--- src/rtl/rv_mul_pkg.sv ---
// Shared definitions for the RV32M multiply unit: operation and state encodings,
// operand width and the per-op operand signedness decode.
package rv_mul_pkg;

    localparam int XLEN = 32;

    typedef enum logic [1:0] {
        MUL_OP_MUL    = 2'b00,
        MUL_OP_MULH   = 2'b01,
        MUL_OP_MULHSU = 2'b10,
        MUL_OP_MULHU  = 2'b11
    } mul_op_e;

    typedef enum logic [1:0] {
        IDLE = 2'b00,
        CALC = 2'b01,
        FIX  = 2'b10,
        DONE = 2'b11
    } mul_state_e;

    // MUL takes both operands as unsigned: its low word does not depend on signedness.
    function automatic logic op_a_signed(input mul_op_e o);
        return (o == MUL_OP_MULH) || (o == MUL_OP_MULHSU);
    endfunction

    function automatic logic op_b_signed(input mul_op_e o);
        return (o == MUL_OP_MULH);
    endfunction

endpackage

--- src/rtl/BoothMul.sv ---
// Combinational unsigned WxW multiplier: radix-4 Booth partial products reduced
// through a carry-save array and resolved by a single final adder.
module BoothMul #(
    parameter int W = 32
) (
    input  logic [W-1:0]   a,
    input  logic [W-1:0]   b,
    output logic [2*W-1:0] prod
);

    localparam int NPP = W / 2 + 1;

    logic [W+2:0]   bx;
    logic [2*W-1:0] a_ext;
    logic [2*W-1:0] pp [NPP];
    logic [2:0]     trip;
    logic [2*W-1:0] mult;
    logic [2*W-1:0] sum_v;
    logic [2*W-1:0] carry_v;
    logic [2*W-1:0] sum_n;
    logic [2*W-1:0] carry_n;

    // Two zero bits on top keep the recoding unsigned; the low zero is the implicit b[-1].
    assign bx    = {2'b00, b, 1'b0};
    assign a_ext = {{W{1'b0}}, a};

    always_comb begin
        trip = 3'b000;
        mult = '0;
        for (int i = 0; i < NPP; i++) begin
            trip = bx[2*i +: 3];
            case (trip)
                3'b001, 3'b010: mult = a_ext;
                3'b011:         mult = a_ext << 1;
                3'b100:         mult = -(a_ext << 1);
                3'b101, 3'b110: mult = -a_ext;
                default:        mult = '0;
            endcase
            pp[i] = mult << (2 * i);
        end
    end

    always_comb begin
        sum_v   = '0;
        carry_v = '0;
        sum_n   = '0;
        carry_n = '0;
        for (int i = 0; i < NPP; i++) begin
            sum_n   = sum_v ^ carry_v ^ pp[i];
            carry_n = ((sum_v & carry_v) | (sum_v & pp[i]) | (carry_v & pp[i])) << 1;
            sum_v   = sum_n;
            carry_v = carry_n;
        end
        prod = sum_v + carry_v;
    end

endmodule

--- src/rtl/mul_unit.sv ---
// RV32M multiply unit for the EX stage: sign handling around an unsigned core,
// a four-state sequencer and a one-entry operand/product cache.
module mul_unit #(
    parameter int XLEN     = rv_mul_pkg::XLEN,
    parameter int CACHE_EN = 1
) (
    input  logic            clk,
    input  logic            rst_n,
    input  logic            start,
    input  logic [1:0]      op,
    input  logic [XLEN-1:0] rs1,
    input  logic [XLEN-1:0] rs2,
    input  logic            kill,
    output logic            stall,
    output logic            done,
    output logic [XLEN-1:0] result
);

    import rv_mul_pkg::*;

    localparam int PW = 2 * XLEN;

    mul_state_e      state;
    mul_op_e         op_in;
    mul_op_e         op_q;
    mul_op_e         cache_mode;
    logic            a_sgn;
    logic            b_sgn;
    logic            neg;
    logic            neg_q;
    logic            cache_vld;
    logic            cache_hit;
    logic [XLEN-1:0] a_mag;
    logic [XLEN-1:0] b_mag;
    logic [XLEN-1:0] a_mag_q;
    logic [XLEN-1:0] b_mag_q;
    logic [XLEN-1:0] rs1_q;
    logic [XLEN-1:0] rs2_q;
    logic [XLEN-1:0] result_q;
    logic [XLEN-1:0] cache_rs1;
    logic [XLEN-1:0] cache_rs2;
    logic [PW-1:0]   core_prod;
    logic [PW-1:0]   prod_q;
    logic [PW-1:0]   prod_fix;
    logic [PW-1:0]   cache_prod;

    function automatic logic [XLEN-1:0] pick_half(input mul_op_e o, input logic [PW-1:0] p);
        return (o == MUL_OP_MUL) ? p[XLEN-1:0] : p[PW-1:XLEN];
    endfunction

    assign op_in = mul_op_e'(op);
    assign a_sgn = op_a_signed(op_in);
    assign b_sgn = op_b_signed(op_in);

    // The most negative value negates to itself, which is already its correct unsigned magnitude.
    assign a_mag = (a_sgn && rs1[XLEN-1]) ? -rs1 : rs1;
    assign b_mag = (b_sgn && rs2[XLEN-1]) ? -rs2 : rs2;
    assign neg   = (a_sgn & rs1[XLEN-1]) ^ (b_sgn & rs2[XLEN-1]);

    // A MUL only needs the low word, which is identical for every cached mode.
    assign cache_hit = (CACHE_EN != 0) && cache_vld
                       && (rs1 == cache_rs1) && (rs2 == cache_rs2)
                       && ((op_in == MUL_OP_MUL) || (op_in == cache_mode));

    BoothMul #(
        .W(XLEN)
    ) u_core (
        .a   (a_mag_q),
        .b   (b_mag_q),
        .prod(core_prod)
    );

    assign prod_fix = neg_q ? -prod_q : prod_q;

    assign stall  = ((state == IDLE) && start) || (state == CALC) || (state == FIX);
    assign done   = (state == DONE);
    assign result = result_q;

    always_ff @(posedge clk or negedge rst_n) begin
        if (!rst_n) begin
            state      <= IDLE;
            op_q       <= MUL_OP_MUL;
            neg_q      <= 1'b0;
            a_mag_q    <= '0;
            b_mag_q    <= '0;
            rs1_q      <= '0;
            rs2_q      <= '0;
            prod_q     <= '0;
            result_q   <= '0;
            cache_vld  <= 1'b0;
            cache_rs1  <= '0;
            cache_rs2  <= '0;
            cache_mode <= MUL_OP_MUL;
            cache_prod <= '0;
        end else begin
            case (state)
                IDLE: begin
                    if (start && !kill) begin
                        if (cache_hit) begin
                            result_q <= pick_half(op_in, cache_prod);
                            state    <= DONE;
                        end else begin
                            a_mag_q <= a_mag;
                            b_mag_q <= b_mag;
                            neg_q   <= neg;
                            op_q    <= op_in;
                            rs1_q   <= rs1;
                            rs2_q   <= rs2;
                            state   <= CALC;
                        end
                    end
                end
                CALC: begin
                    if (kill) begin
                        state <= IDLE;
                    end else begin
                        prod_q <= core_prod;
                        state  <= FIX;
                    end
                end
                FIX: begin
                    if (kill) begin
                        state <= IDLE;
                    end else begin
                        result_q <= pick_half(op_q, prod_fix);
                        if (CACHE_EN != 0) begin
                            cache_vld  <= 1'b1;
                            cache_rs1  <= rs1_q;
                            cache_rs2  <= rs2_q;
                            cache_mode <= op_q;
                            cache_prod <= prod_fix;
                        end
                        state <= DONE;
                    end
                end
                DONE: begin
                    state <= IDLE;
                end
                default: begin
                    state <= IDLE;
                end
            endcase
        end
    end

endmodule

--- config.mk ---
export PLATFORM = sky130hd
export DESIGN_NAME = mul_unit
export DESIGN_NICKNAME = d
export VERILOG_FILES = /design/src/rtl/rv_mul_pkg.sv /design/src/rtl/BoothMul.sv /design/src/rtl/mul_unit.sv
export SDC_FILE = /design/constraint.sdc
export NUM_CORES = 2
export LEC_CHECK = 0
export ABC_AREA = 1
export BUFFER_PORTS_ARGS = -buffer_cell sky130_fd_sc_hd__buf_2
export CAP_MARGIN = 20
export CORE_MARGIN = 3
export CORE_UTILIZATION = 45
export CTS_CLUSTER_DIAMETER = 30
export CTS_CLUSTER_SIZE = 14
export DETAILED_ROUTE_END_ITERATION = 8
export PLACE_DENSITY = 0.71
export SLEW_MARGIN = 0
export SYNTH_ARGS = -nofsm -noshare
export SYNTH_HDL_FRONTEND = slang
export SYNTH_SLANG_ARGS = --single-unit
--- constraint.sdc ---
create_clock -name clk -period 13 [get_ports clk]
set_input_delay 1.3 -clock clk [delete_from_list [all_inputs] [get_ports clk]]
set_output_delay 1.3 -clock clk [all_outputs]
set_load 0.01 [all_outputs]
==> flow_summary.yaml <==
cells_and_area:
  final_cells: 7608
  drive_gt1_frac: 0.100
  stdcell_area_um2: 55600
  area_growth_pct: 9.85
  fillers: 10646
  final_nets: 7041
detailed_routing:
  ant_nets: 0
  wl_met1_mm: 78.5
  viasPerCell: 6.60
  drtPass1Iterations: 9
  vias: 50249
  highest_layer: "met5"
  wl_mm: 210
  drt_iter0_markers: 6998
  wl_met3_mm: 27.9
  route.detailed.drc: 77
  routedWlPerCell_um: 27.6
  route.met2.wl_mm: 89.8
yosys:
  syn_inst: 6173
  syn_avg_cell_area_um2: 8.20
  async_flop_share: 1.00
  yosysTopAreaCell: "fa_1"
  synth_top_area_share: 0.267
  syn_nets: 7152
  ys_seq_area_frac: 0.177
  ys_ff_latch: 358
  syn_area_um2: 50600
  synth_edf_count: 0
  synth.most_common_cell: "nand2_1"
  synth_top_cells_by_count: "nand2_1, inv_1, fa_1"
  synth_warnings: 0
  ys_types: 60
  synth_area_leaders: "fa_1, dfrtp_1, a221oi_1"
  ys_dominant_reg_cell: "dfrtp_1"
timing:
  clock_skew_ns: 0.0281
  tns_ns: 0
  max_freq_mhz: 78.7
  drv_slew: 0
  tightest_slew_ns: 1.19
  period_share: 0.978
  hold_violations: 0
  min_period_ns: 12.71
  setup_viol: 0
  worst_slack_ns: 0.286
  rsz0062_at_grt: "true"
  relSlewSlack: 0.207
worst_setup_path:
  endpoint_kind: "flip-flop"
  crit_top_cell: "fa_1"
  crit_fanout: 39
  cp.arrival_ns: 13.18
  critical_path.startpoint: "a_mag_q[1]"
  reg2reg_from: "a_mag_q[1]"
  required_ns: 13.46
  critPathMaxStageDelay_ns: 0.67
  startpoint_type: "flip-flop"
  cp_slowest_cell: "fa_1"
  worst-setup-path-type: "reg2reg"
floorplan:
  die_area_um2: 117000
  die_x_um: 341
  std_cell_rows: 122
  boundaryPins: 104
  core_um2: 111000
  initial_core_util: 0.456
  dieHeight_um: 341
clocking:
  cts_buffers: 72
  cts_sinks: 358
  tritoncts: "done"
  cts_root_buf: "clkbuf_16"
  clkTransAtPathRegs_ns: 0.06
  cts_htree_levels: 3
  cts_buffer_depth: 3
  insertion_delay_ns: 0.62
global_route:
  grt_pass1_vias: 50305
  grt.overflow.total: 0
  grt_pass1_wl_mm: 314
  grt_use_total: 0.353
  grt_max_degree: 167
  grt_antenna_before_repair: 8
placed_design:
  place_ws_ns: 0.165
  place.gp.congestion: 1.12
  port_buffers: 103
  numPlacedInstances: 7471
  postPlaceCellArea_um2: 53000
  hpwl_mm: 155
worst_hold_path:
  hold_start: "cache_vld"
  hold_class: "reg2reg"
outcome:
  violations: "design-rule violations"
  outcome: "finished with violations"
flow_run:
  max_cap_violations: 0
cells by family (layout without fill, tap and decap cells):
kind of cell,Yosys count,count (layout),share of synthesized area
xor+xnor,199,199,0.0346
simple gates,1547,1547,0.127
other cells,0,2,0
fa+ha+maj,909,909,0.325
flops,358,358,0.177
buf+inv,1332,1277,0.0998
compound gates,1828,1828,0.237
metal layers:
metal	track usage	up-vias
li1	-	21098
met1	0.444	24628
met2	0.525	3617
met3	0.136	896
met4	0.183	10
met5	0.00375	-
path summary, 6_finish.rpt:
path,end,slack (ns),cells past startpoint
setup / recovery,prod_q[63],0.29,42
hold / removal,cache_vld,0.45,2
setup reg to reg,prod_q[63],0.29,42
hold reg to reg,cache_vld,0.45,2
max in group asynchronous,cache_prod[39],10.22,3
min in group asynchronous,rs2_q[20],0.65,1
sequential cells by signal, summed over array words and instances (netlist names), 31 cells and up:
name and cells:
a_mag_q 32, result 32, cache_prod 64, b_mag_q 32, rs2_q 31, prod_q 64
cache_rs1 32, rs1_q 31, cache_rs2 32
worst max-delay path, delay by kind of cell, from the launching register on:
kind                       cells  cell delay [ns]
and+or+nand+nor               10             1.15
adders and majority gates     18             8.35
AOI/OAI and AO/OA              6             1.21
DFF                            1             0.45
buffers and inverters          8             1.35
cell type report:
class / instances / area [um2] / share of cell area
inverter: 799 / 3000 / 0.0540
tap: 1488 / 1860 / 0.0335
antenna: 2 / 5.00 / 0.0000900
clock inverter: 41 / 574 / 0.0103
multi-input combinational: 4483 / 36900 / 0.663
sequential: 358 / 8960 / 0.161
clock buffer: 89 / 1950 / 0.0350
timing repair buffer: 348 / 2430 / 0.0436
through the flow:
step | util | hold WS, ns
3_3_place_gp | 0.477 | 0.434
3_5_place_dp | 0.477 | 0.439
4_1_cts | 0.500 | 0.454
5_1_grt | 0.501 | 0.489
6_report | 0.501 | 0.452
2_1_floorplan | - | 0.423
cells in the final DEF (no fill, tap or decap), types with 6 or more instances in the layout:
| cell | instances |
|---|---|
| nor2_4 | 20 |
| clkinv_1 | 9 |
| clkinvlp_4 | 7 |
| or2_2 | 23 |
| fa_1 | 675 |
| buf_2 | 102 |
| xor2_1 | 154 |
| clkbuf_1 | 9 |
| nor2_2 | 33 |
| o31ai_1 | 6 |
| buf_4 | 239 |
| nand3_1 | 100 |
| a221o_1 | 9 |
| o211ai_1 | 6 |
| o21ai_1 | 14 |
| ha_1 | 233 |
| a31oi_1 | 62 |
| o221ai_1 | 48 |
| o2111ai_1 | 7 |
| clkbuf_16 | 72 |
| a21oi_1 | 245 |
| o21bai_1 | 31 |
| xnor2_1 | 39 |
| nand3b_1 | 8 |
| nand4_1 | 39 |
| o22ai_1 | 484 |
| inv_2 | 27 |
| nor2_1 | 334 |
| nor3_1 | 38 |
| bufinv_16 | 9 |
| nor4_1 | 33 |
| clkbuf_8 | 8 |
| dfrtp_1 | 358 |
| inv_1 | 761 |
| a221oi_1 | 403 |
| nand2_1 | 895 |
| clkinv_2 | 12 |
| o21ai_0 | 439 |
| a22oi_1 | 43 |
what timing repair did:
item / in CTS / in global routing
setup buffers: 0 / 5
setup endpoints to repair: 0 / 27
resized for setup: 0 / 13
hold buffers: 0 / 0
endpoints found under the hold margin: 0 / 0
Power is left out: the tool's default activity adds up to more than one toggle a clock period on the data nets, which glitch-free logic cannot reach.
